==> src/rtl/mem_responder.sv <==
// Word-addressed RAM behind a valid/ready request/response port, with a fixed
// number of wait states between request acceptance and response.

module mem_responder_lane #(
    parameter int DEPTH_WORDS = 64,
    parameter int AW          = 6
) (
    input  logic          clk,
    input  logic          we,
    input  logic [AW-1:0] idx,
    input  logic [7:0]    wdata,
    output logic [7:0]    rdata
);
    logic [7:0] mem [DEPTH_WORDS];

    always_ff @(posedge clk) begin
        if (we) mem[idx] <= wdata;
    end

    assign rdata = mem[idx];
endmodule

module mem_responder #(
    parameter int DEPTH_WORDS = 64,
    parameter int WAIT_CYCLES = 2
) (
    input  logic        clk,
    input  logic        reset,
    input  logic        req_valid,
    output logic        req_ready,
    input  logic        req_we,
    input  logic [31:0] req_addr,
    input  logic [31:0] req_wdata,
    input  logic [3:0]  req_be,
    output logic        rsp_valid,
    input  logic        rsp_ready,
    output logic [31:0] rsp_rdata,
    output logic        rsp_err
);
    localparam int AW = (DEPTH_WORDS > 1) ? $clog2(DEPTH_WORDS) : 1;
    localparam logic [3:0] CNT_LOAD = (WAIT_CYCLES > 0) ? 4'(WAIT_CYCLES - 1) : 4'd0;

    typedef enum logic [1:0] {S_IDLE, S_WAIT, S_RESP} state_t;

    state_t          state, state_nxt;
    logic [3:0]      cnt;
    logic            accept, addr_err, wr_en;
    logic [AW-1:0]   idx;
    logic [3:0][7:0] rd_word;

    assign accept   = req_valid && req_ready;
    assign addr_err = (req_addr[1:0] != 2'b00) || (req_addr[31:2] >= 30'(DEPTH_WORDS));
    assign idx      = req_addr[AW+1:2];
    assign wr_en    = accept && req_we && !addr_err;

    // One byte-wide RAM per lane so byte enables map to independent write strobes.
    for (genvar i = 0; i < 4; i++) begin : g_lane
        mem_responder_lane #(.DEPTH_WORDS(DEPTH_WORDS), .AW(AW)) u_lane (
            .clk   (clk),
            .we    (wr_en && req_be[i]),
            .idx   (idx),
            .wdata (req_wdata[8*i +: 8]),
            .rdata (rd_word[i])
        );
    end

    always_ff @(posedge clk or negedge reset) begin
        if (!reset) state <= S_IDLE;
        else        state <= state_nxt;
    end

    always_comb begin
        state_nxt = state;
        case (state)
            S_IDLE: if (accept) state_nxt = (WAIT_CYCLES > 0) ? S_WAIT : S_RESP;
            S_WAIT: if (cnt == 4'd0) state_nxt = S_RESP;
            S_RESP: if (rsp_ready) state_nxt = S_IDLE;
            default: state_nxt = S_IDLE;
        endcase
    end

    always_comb begin
        req_ready = (state == S_IDLE);
        rsp_valid = (state == S_RESP);
    end

    // Response is captured at acceptance, so request fields are free to change afterwards.
    always_ff @(posedge clk or negedge reset) begin
        if (!reset) begin
            cnt       <= 4'd0;
            rsp_rdata <= 32'd0;
            rsp_err   <= 1'b0;
        end else if (accept) begin
            cnt       <= CNT_LOAD;
            rsp_err   <= addr_err;
            rsp_rdata <= (req_we || addr_err) ? 32'd0 : rd_word;
        end else if (state == S_WAIT && cnt != 4'd0) begin
            cnt <= cnt - 4'd1;
        end
    end
endmodule
==> config.mk <==
export PLATFORM = sky130hd
export DESIGN_NAME = mem_responder
export DESIGN_NICKNAME = d
export VERILOG_FILES = /design/src/rtl/mem_responder.sv
export SDC_FILE = /design/constraint.sdc
export NUM_CORES = 2
export LEC_CHECK = 0
export CAP_MARGIN = 20
export CORE_MARGIN = 2
export CORE_UTILIZATION = 45
export CTS_CLUSTER_DIAMETER = 100
export CTS_CLUSTER_SIZE = 12
export DETAILED_ROUTE_END_ITERATION = 10
export SLEW_MARGIN = 20
export SYNTH_ARGS = -nofsm -noshare
export SYNTH_HDL_FRONTEND = slang
export SYNTH_HIERARCHICAL = 1
export SYNTH_SLANG_ARGS = --single-unit
==> constraint.sdc <==
create_clock -name clk -period 3 [get_ports clk]
set_input_delay 0.6 -clock clk [delete_from_list [all_inputs] [get_ports clk]]
set_output_delay 0.6 -clock clk [all_outputs]
set_load 0.03 [all_outputs]
==> flow_summary_export.csv <==
group,metric,value,unit
routing,drt_iter0_drc,5602,
layout,syn2layout_area_growth,19.7,%
yosys,synth_cells,4777,
sta,slew_headroom,0.265,
setup_path,worstSetupPathType,"in -> reg",
setup_path,crit_top_cell,"buf_4",
die,dieArea,188000,µm²
placement,routabilityCongestion,0.883,
yosys,synth-seq-area-share,0.754,
cts,numCtsBuffers,191,
hold_path,worstHoldPathType,"in -> reg",
yosys,synth_top_family_by_area,"compound AO/OA/AOI/OAI gates",
cts,clkTransAtPathRegs,0.06,ns
routing,antenna_left,0,
yosys,yosys-top-cells-area,"edfxtp_1 74%, mux4_2 4.5%, mux2i_1 3.0%",
routing,vias,48700,
setup_path,reg2reg_depth,9,
power,pwr-share-seq,0.544,
setup_path,reg2reg_from,"state[0]",
die,std_cell_rows,157,
cts,htree_levels,4,
power,p_int,46.1,mW
grt,antenna_found_initial,6,
yosys,yosysWarnings,6,
layout,fin_area,99200,µm²
yosys,synthAdderAreaFrac,0.000151,
sta,post-route-period-util,0.959,
placement,dp_hpwl,156000,µm
status,outcome,"completed",
setup_path,cp.arrival,3.32,ns
yosys,ys_async_sr_fraction,0.0187,
die,initial_core_util,0.452,
sta,grt_setup_unrepaired,"yes",
placement,port_buffers,107,
power,power.static_leakage,32.9,nW
layout,drive_above_1_share,0.261,
layout,nFillCells,14600,
yosys,ys_ff_latch,2087,
yosys,syn_avg_cell_area,17.3,µm²
routing,routed_wl,231000,µm
yosys,synth-compound-area-share,0.0838,
setup_path,crit_path_end_kind,"register",
grt,grt_start_max_net_pins,65,
hold_path,min_path_cells,1,
routing,wl_per_cell,28.2,µm
cts,clk_path_buf_depth,3,
hold_path,hp-start,"req_wdata[10]",
power,p_total,58.9,mW
cts,clkSinkCount,2087,
sta,setup_slack,0.123,ns
die,dieHeight,433,µm
routing,drc_errors,0,
layout,nNetsFinal,5676,
power,power_switching,12.9,mW
sta,max_slew.worst_pin.slew,1.10,ns
grt,grt_pass1_vias,48900,
setup_path,start_kind,"primary input",
sta,fmax,348,MHz
power,p_clk_frac,0.382,
layout,fin_util,0.542,
yosys,synth_edf_count,2048,
run,maxCapViolCount,0,
sta,slew_violations,0,
setup_path,rrSetupSlack,0.23,ns
setup_path,required,3.45,ns
die,io_pins,108,
sta,setup_viol,0,
placement,placed_area,92900,µm²
power,powerDensity,594,nW/µm²
yosys,synth_simple_gate_area_share,0.0596,
power,peakVddDrop,509,µV
hold_path,min_to,"g_lane[1].u_lane/mem[32][2]",
layout,multi_input_area,19400,µm²
setup_path,worstPathCellList,"clkdlybuf4s50_1 > nor4_1 > nand4_1 > buf_4 > a21o_4 > nor3_1 > buf_4 > nand3_1 > buf_4 > nor2_1",
power,combPwrFrac,0.074,
cts,insertion_delay,0.82,ns
grt,gr-total-overflow,0,
sta,min_period,2.88,ns
sta,fin_setup_tns,0,ns
routing,vias_per_cell,5.93,
die,die_x,433,µm
layout,seq_area,62500,µm²
yosys,synthXorXnorAreaFrac,0.000317,
yosys,ys_types,66,
sta,hold_violations,0,
setup_path,crit_slowest_cell,"nor2_1",
cts,cts_tree,"done",
setup_path,regToRegEndpoint,"g_lane[1].u_lane/mem[63][0]",
yosys,synth_fp_nets,4851,
yosys,synthMuxAreaShare,0.0816,
grt,gr-usage-all-layers,0.246,
grt,grt_first_pass_wirelength,338000,µm
setup_path,cp_max_fo,8,
placement,preCtsSetupSlack,-1.48,ns
yosys,synth_ff_type,"edfxtp_1",
power,switching_share,0.219,
yosys,synth_top_area_frac,0.742,
sta,finalClockSkew,0.0200,ns
cts,ctsRootBufferMaster,"clkbuf_16",
yosys,synth_top_cell_by_area,"edfxtp_1",
die,core,183000,µm²
routing,first_pass_iters,8,
setup_path,cp_slowest_stage_delay,0.52,ns
yosys,syn_area,82800,µm²
==> power by group through the flow <==
stage	clock [mW]	sequential, mW	combinational (mW)
2_1_floorplan	0	32.7	1.84
3_3_place_gp	0	32.7	4.26
3_5_place_dp	0	32.7	4.29
4_1_cts	23.0	32.1	4.36
5_1_grt	24.0	32.0	4.58
6_report	22.5	32.1	4.35
==> cell usage in the layout (no fill, tap or decap), types with 84 or more instances in the layout <==
master	instances
nor2_2	104
buf_12	100
buf_4	745
nor2_1	178
nand2_1	186
mux4_2	164
clkbuf_16	201
mux2i_1	252
o22ai_1	88
clkbuf_1	128
edfxtp_1	2048
nand2b_1	97
a21oi_1	113
a221oi_1	84
a22oi_1	160
==> synthesized netlist by cell type (72+ instances only) <==
master / count
edfxtp_1: 2048
nor2_1: 332
mux2i_1: 252
nand2_1: 189
mux4_2: 164
a22oi_1: 160
clkbuf_1: 147
buf_2: 120
a21oi_1: 113
nand2b_1: 97
o22ai_1: 88
a221oi_1: 84
a22o_1: 72
==> per-layer routing <==
| metal | global-route usage | vias up | wire length (µm) |
|---|---|---|---|
| li1 | - | 21000 | - |
| met5 | 0 | - | 13 |
| met3 | 0.0411 | 365 | 17000 |
| met4 | 0.0755 | 2 | 6930 |
| met1 | 0.345 | 25200 | 97300 |
| met2 | 0.395 | 2089 | 110000 |
==> state kept, by name (all words and copies together), names as in the netlist <==
name and cells:
rsp_rdata 32, g_lane.u_lane/mem 2048, state 2, rsp_err 1, cnt 4
==> final cells by class <==
type | count | area share
clock buffer | 329 | 0.0556
timing repair buffer | 962 | 0.0869
inverter | 15 | 0.000568
sequential | 2087 | 0.630
clock inverter | 4 | 0.000353
multi-input combinational | 2345 | 0.196
antenna | 3 | 0.0000757
tap | 2464 | 0.0311
==> how the worst max path moves through the flow <==
stage | slack (ns) | to | start
3_3_place_gp | -1.49 | g_lane[1].u_lane/mem[26][0] | req_addr[11]
5_1_grt | -0.04 | g_lane[0].u_lane/mem[61][5] | req_addr[16]
3_5_place_dp | -1.48 | g_lane[1].u_lane/mem[26][4] | req_addr[23]
2_1_floorplan | 0.17 | g_lane[0].u_lane/mem[11][0] | req_addr[16]
6_report | 0.12 | g_lane[0].u_lane/mem[13][4] | req_addr[17]
4_1_cts | -0.01 | g_lane[2].u_lane/mem[54][4] | req_addr[23]
==> through the flow <==
step / std cells / hold slack [ns]
detailed placement: 7870 / 0.493
global route: 8208 / 0.245
floorplan: 4777 / 0.304
global placement: 7870 / 0.494
CTS: 8206 / 0.215
finish: 8209 / 0.253
==> worst max-delay path, delay by kind of cell <==
family,cells,cell delay [ns]
AOI/OAI and AO/OA,1,0.22
buffers and inverters,4,1.06
and+or+nand+nor,5,1.42
==> repair_timing <==
| action | 4_1_cts | 5_1_grt |
|---|---|---|
| gates resized for setup | 196 | 28 |
| buffers inserted | 2 | 0 |
| cloned | 0 | 0 |
| endpoints found under the setup margin | 1421 | 345 |
| hold buffers | 1 | 0 |
| hold endpoints to repair | 39 | 0 |
| pin swaps | 6 | 0 |
==> cells by family (layout without fill, tap and decap cells) <==
group	count (synthesis)	after routing
buffers and inverters	345	1310
other	0	3
DFF	2087	2087
and+or+nand+nor	952	952
xor gates and xnor gates	3	3
adders and majority gates	1	1
AOI/OAI and AO/OA	925	925
muxes	464	464
Note: power is estimated with default switching activity, not from simulation.
